===== src/rtl/button_conditioner.sv =====
// button_conditioner: synchronizes and debounces a raw push-button into a clean level, edge pulses, a long-press pulse and a press counter.
module button_conditioner #(
  parameter int SYNC_STAGES     = 2,
  parameter int DEBOUNCE_CYCLES = 500000,
  parameter int HOLD_CYCLES     = 50000000,
  parameter int COUNT_W         = 8
) (
  input  logic               clk,
  input  logic               reset,
  input  logic               button_raw,
  output logic               button_level,
  output logic               press_pulse,
  output logic               release_pulse,
  output logic               long_press_pulse,
  output logic [COUNT_W-1:0] press_count
);
  localparam int DW = $clog2(DEBOUNCE_CYCLES);
  localparam int HW = $clog2(HOLD_CYCLES + 1);
  localparam logic [DW-1:0] DEB_MAX  = DW'(DEBOUNCE_CYCLES - 1);
  localparam logic [HW-1:0] HOLD_MAX = HW'(HOLD_CYCLES);
  typedef enum logic [1:0] {IDLE, PRESS_WAIT, PRESSED, RELEASE_WAIT} state_t;
  state_t               state_q, state_d;
  logic [SYNC_STAGES-1:0] sync_q;
  logic [DW-1:0]        deb_q, deb_d;
  logic [HW-1:0]        hold_q, hold_d;
  logic                 fired_q, fired_d;
  logic                 level_q, level_d;
  logic                 press_q, press_d;
  logic                 release_q, release_d;
  logic                 long_q, long_d;
  logic [COUNT_W-1:0]   count_q, count_d;
  logic                 s, accept_press, accept_release;
  assign s              = sync_q[SYNC_STAGES-1];
  assign accept_press   = (state_q == PRESS_WAIT) && s && (deb_q == DEB_MAX);
  assign accept_release = (state_q == RELEASE_WAIT) && !s && (deb_q == DEB_MAX);
  always_ff @(posedge clk) begin
    if (reset) begin
      sync_q    <= '0;
      state_q   <= IDLE;
      deb_q     <= '0;
      hold_q    <= '0;
      fired_q   <= 1'b0;
      level_q   <= 1'b0;
      press_q   <= 1'b0;
      release_q <= 1'b0;
      long_q    <= 1'b0;
      count_q   <= '0;
    end else begin
      sync_q    <= {sync_q[SYNC_STAGES-2:0], button_raw};
      state_q   <= state_d;
      deb_q     <= deb_d;
      hold_q    <= hold_d;
      fired_q   <= fired_d;
      level_q   <= level_d;
      press_q   <= press_d;
      release_q <= release_d;
      long_q    <= long_d;
      count_q   <= count_d;
    end
  end
  always_comb begin
    state_d = state_q;
    deb_d   = deb_q;
    unique case (state_q)
      IDLE: begin
        state_d = s ? PRESS_WAIT : IDLE;
        deb_d   = s ? DW'(1) : '0;
      end
      PRESS_WAIT: begin
        state_d = !s ? IDLE : accept_press ? PRESSED : PRESS_WAIT;
        deb_d   = (!s || accept_press) ? '0 : deb_q + DW'(1);
      end
      PRESSED: begin
        state_d = s ? PRESSED : RELEASE_WAIT;
        deb_d   = s ? '0 : DW'(1);
      end
      RELEASE_WAIT: begin
        state_d = s ? PRESSED : accept_release ? IDLE : RELEASE_WAIT;
        deb_d   = (s || accept_release) ? '0 : deb_q + DW'(1);
      end
      default: begin
        state_d = IDLE;
        deb_d   = '0;
      end
    endcase
  end
  // Hold time only accumulates in PRESSED; a bounce through RELEASE_WAIT keeps it frozen.
  always_comb begin
    hold_d    = accept_press ? '0
              : ((state_q == PRESSED) && s && (hold_q != HOLD_MAX)) ? hold_q + HW'(1)
              : hold_q;
    long_d    = (state_q == PRESSED) && s && (hold_d == HOLD_MAX) && !fired_q;
    fired_d   = accept_press ? 1'b0 : (fired_q | long_d);
    level_d   = (state_d == PRESSED) || (state_d == RELEASE_WAIT);
    press_d   = accept_press;
    release_d = accept_release;
    count_d   = count_q + COUNT_W'(accept_press);
  end
  assign button_level     = level_q;
  assign press_pulse      = press_q;
  assign release_pulse    = release_q;
  assign long_press_pulse = long_q;
  assign press_count      = count_q;
endmodule


===== config.mk =====
export PLATFORM = sky130hd
export DESIGN_NAME = button_conditioner
export DESIGN_NICKNAME = d
export VERILOG_FILES = /design/src/rtl/button_conditioner.sv
export SDC_FILE = /design/constraint.sdc
export NUM_CORES = 1
export LEC_CHECK = 0
export BUFFER_PORTS_ARGS = -buffer_cell sky130_fd_sc_hd__buf_2
export CAP_MARGIN = 25
export CORE_UTILIZATION = 60
export CTS_CLUSTER_SIZE = 40
export DETAILED_ROUTE_END_ITERATION = 8
export PLACE_DENSITY_LB_ADDON = 0.3
export SLEW_MARGIN = 20
export SYNTH_ARGS = -nofsm -noshare
export SYNTH_HDL_FRONTEND = slang
export SYNTH_SLANG_ARGS = --single-unit

===== constraint.sdc =====
create_clock -name clk -period 3.3 [get_ports clk]
set_clock_uncertainty 0.1 [all_clocks]
set_input_delay 0 -clock clk [delete_from_list [all_inputs] [get_ports clk]]
set_output_delay 0 -clock clk [all_outputs]
set_load 0.02 [all_outputs]

==> results.cfg <==
[synth]
yosysWarnings = 0
synth_async_sr_flop_share_pct = 0
syn_area_per_cell_um2 = 8.83
synth_edf_count = 0
synth_area_um2 = 2930
ys.flop_type = dfxtp_1
synth.area.top_cells = dfxtp_1 (42%), nor2_1 (8.5%), xor2_1 (8.1%)
yosysTopAreaCellShare_pct = 41.7
syn_nets = 340
yosys.area.top_type = dfxtp_1
synth_cells = 332
ys_seq_elements = 61
synth_cell_types = 51
ys_seq_area_share_pct = 41.7

[finish]
diodes = 0
num-nets-final = 366
fin_cells = 430
area_delta_synth_final_pct = 14.3
fin_util_pct = 71.0
final_common_cell = nor2_1
drive_gt1_share_pct = 13.5
final_cell_mix = nor2_1 (66), dfxtp_1 (61), xor2_1 (27)

[timing]
tightest_slew_ns = 0.697
relSlewSlack_pct = 53.4
hold_viol_final = 0
period_share_pct = 90.9
finalSetupViolations = 0
fmaxAchievable_ghz = 0.333
tns_ns = 0
timing.final.ws_setup_ns = 0.299
period_minus_slack_ns = 3.00
rsz0062_at_grt = no
slew_violations = 0

[placement]
dp_hpwl_um = 4310
dp_cells = 411
gp_congestion = 1.02
preCtsSetupSlack_ns = 0.144
io_buffers = 14

[detailed_routing]
vias = 2339
viasPerCell = 5.44
first_iter_violations = 135
wl_per_cell_um = 14.1
drc_errors = 0
first_pass_iters = 4
ant_nets = 0
wl_um = 6070

[clocking]
clock_sinks = 61
clockBufferDepth = 2
cts_tree = done
insertion_delay_ns = 0.34
cts_root_buf = clkbuf_8
cts_setup_buffers = 0
h-tree-depth = 3
cts_buffers = 9
clkTransAtPathRegs_ns = 0.07

[pwr]
comb_power_share_pct = 1.1
p_sw_share_pct = 20.3
power.internal_mw = 1.17
peakVddDrop_uv = 264
cellPowerDensity_nw_per_um2 = 436
seqPwrFrac_pct = 50.6
finalPower_mw = 1.46
p_leak_nw = 1.31
power_switching_mw = 0.297
power_frac_clock_pct = 48.3

[global_routing]
gr-total-overflow = 0
grt_pass1_wl_um = 10600
grt_usage_pct = 27.1
antenna_found_initial = 0
grt_max_degree = 19
grt_pass1_vias = 2304

[floorplan]
die_w_um = 71.9
die_h_um = 71.9
initial_core_util_pct = 62.1
placementRows = 25
core_um2 = 4720
ios = 15
dieArea_um2 = 5170

[setup_path]
ff2ff_path_depth = 10
worstSetupEndpointType = register
worstPathMaxFanout = 9
worstPathArrival_ns = 3.17
crit_path_max_incr_delay_ns = 0.57
critical_path_class = reg2reg
cp.required_ns = 3.47
worstPathCellList = inv_1 -> ha_1 -> nor4bb_1 -> and3_1 -> a21o_1 -> or3_1 -> a21oi_1 -> or4_1 -> nor4_2 -> nor3b_2
start_kind = register
cpMaxStageDelayCell = or4_1

[flow_run]
maxCapViolations = 0

[min_path]
holdPathStages = 1
min_path_type = reg2reg

[outcome]
status = finished, final reports clean
[synthesized netlist by cell type, types with 3 or more instances]
| cell | n |
|---|---|
| nand2_1 | 12 |
| xnor2_1 | 24 |
| nand4_1 | 10 |
| nor4_1 | 8 |
| or3_1 | 3 |
| nor2_1 | 66 |
| nor2b_1 | 8 |
| a21oi_1 | 5 |
| o21ai_0 | 4 |
| nor3_1 | 4 |
| xor2_1 | 27 |
| ha_1 | 5 |
| nand3_1 | 24 |
| inv_1 | 9 |
| clkbuf_1 | 8 |
| and3_1 | 12 |
| dfxtp_1 | 61 |
[power groups by stage]
stage	Combinational [mW]	Sequential (mW)	Clock, mW
2_1_floorplan	0.00886	0.756	0
3_3_place_gp	0.0132	0.756	0
3_5_place_dp	0.0132	0.756	0
4_1_cts	0.0159	0.740	0.723
5_1_grt	0.0178	0.740	0.753
6_report	0.0163	0.740	0.707
[per-layer routing]
layer  part of all wire [%]  GRT usage (%)
met1                     47           35.2
met2                     46           42.0
met3                    4.7           8.19
met4                    2.1           11.3
met5                      0              0
[worst max-delay path, delay by kind of cell (launching register included)]
family                     cells  cell delay, ns
DFF                            1            0.36
and+or+nand+nor                6            1.81
AOI/OAI and AO/OA              2            0.38
buffers and inverters          1            0.11
adders and majority gates      1            0.17
[timing repair]
| item | CTS | global route |
|---|---|---|
| endpoints found under the hold margin | 15 | 0 |
| gates resized for setup | 0 | 3 |
| hold buffers | 3 | 0 |
| endpoints found under the setup margin | 0 | 2 |
[per-stage QoR]
step           cell area (um^2)  hold WS, ns
2_1_floorplan              2930      -0.0284
3_3_place_gp               3100        0.116
3_5_place_dp               3100        0.113
4_1_cts                    3340        0.338
5_1_grt                    3350        0.347
6_report                   3350        0.335
[registers in the layout, summed over array words and instances (netlist names)]
name,flops
long_press_pulse,1
sync_q,2
state_q,2
press_pulse,1
fired_q,1
release_pulse,1
hold_q,26
press_count,8
deb_q,19
[cell families after synthesis]
family                   count (synthesis)  share of synthesized area, %
AND/OR/NAND/NOR                        175                          33.5
flip-flops                              61                          41.7
XOR/XNOR                                51                          15.2
buffers and inverters                   20                          2.65
AO/OA/AOI/OAI                           18                          4.18
adder cells (fa/ha/maj)                  5                          2.13
multiplexers                             2                         0.683
[path summary, 6_finish.rpt]
| path | startpoint | slack (ns) | end |
|---|---|---|---|
| setup / recovery | hold_q[0]$_SDFF_PP0_ | 0.30 | long_press_pulse$_SDFF_PP0_ |
| hold / removal | fired_q$_SDFF_PP0_ | 0.33 | long_press_pulse$_SDFF_PP0_ |
| hold reg to reg | fired_q$_SDFF_PP0_ | 0.33 | long_press_pulse$_SDFF_PP0_ |
| setup reg to reg | hold_q[0]$_SDFF_PP0_ | 0.30 | long_press_pulse$_SDFF_PP0_ |
[area by class of cell]
| cell class | count | area (um^2) |
|---|---|---|
| multi-input combinational | 251 | 1650 |
| timing repair buffer | 24 | 153 |
| sequential | 61 | 1220 |
| tap | 67 | 83.8 |
| clock buffer | 11 | 131 |
| inverter | 11 | 42.5 |
| fill | 374 | 1370 |
| clock inverter | 5 | 75.1 |
Note: power is estimated with default switching activity, not from simulation.
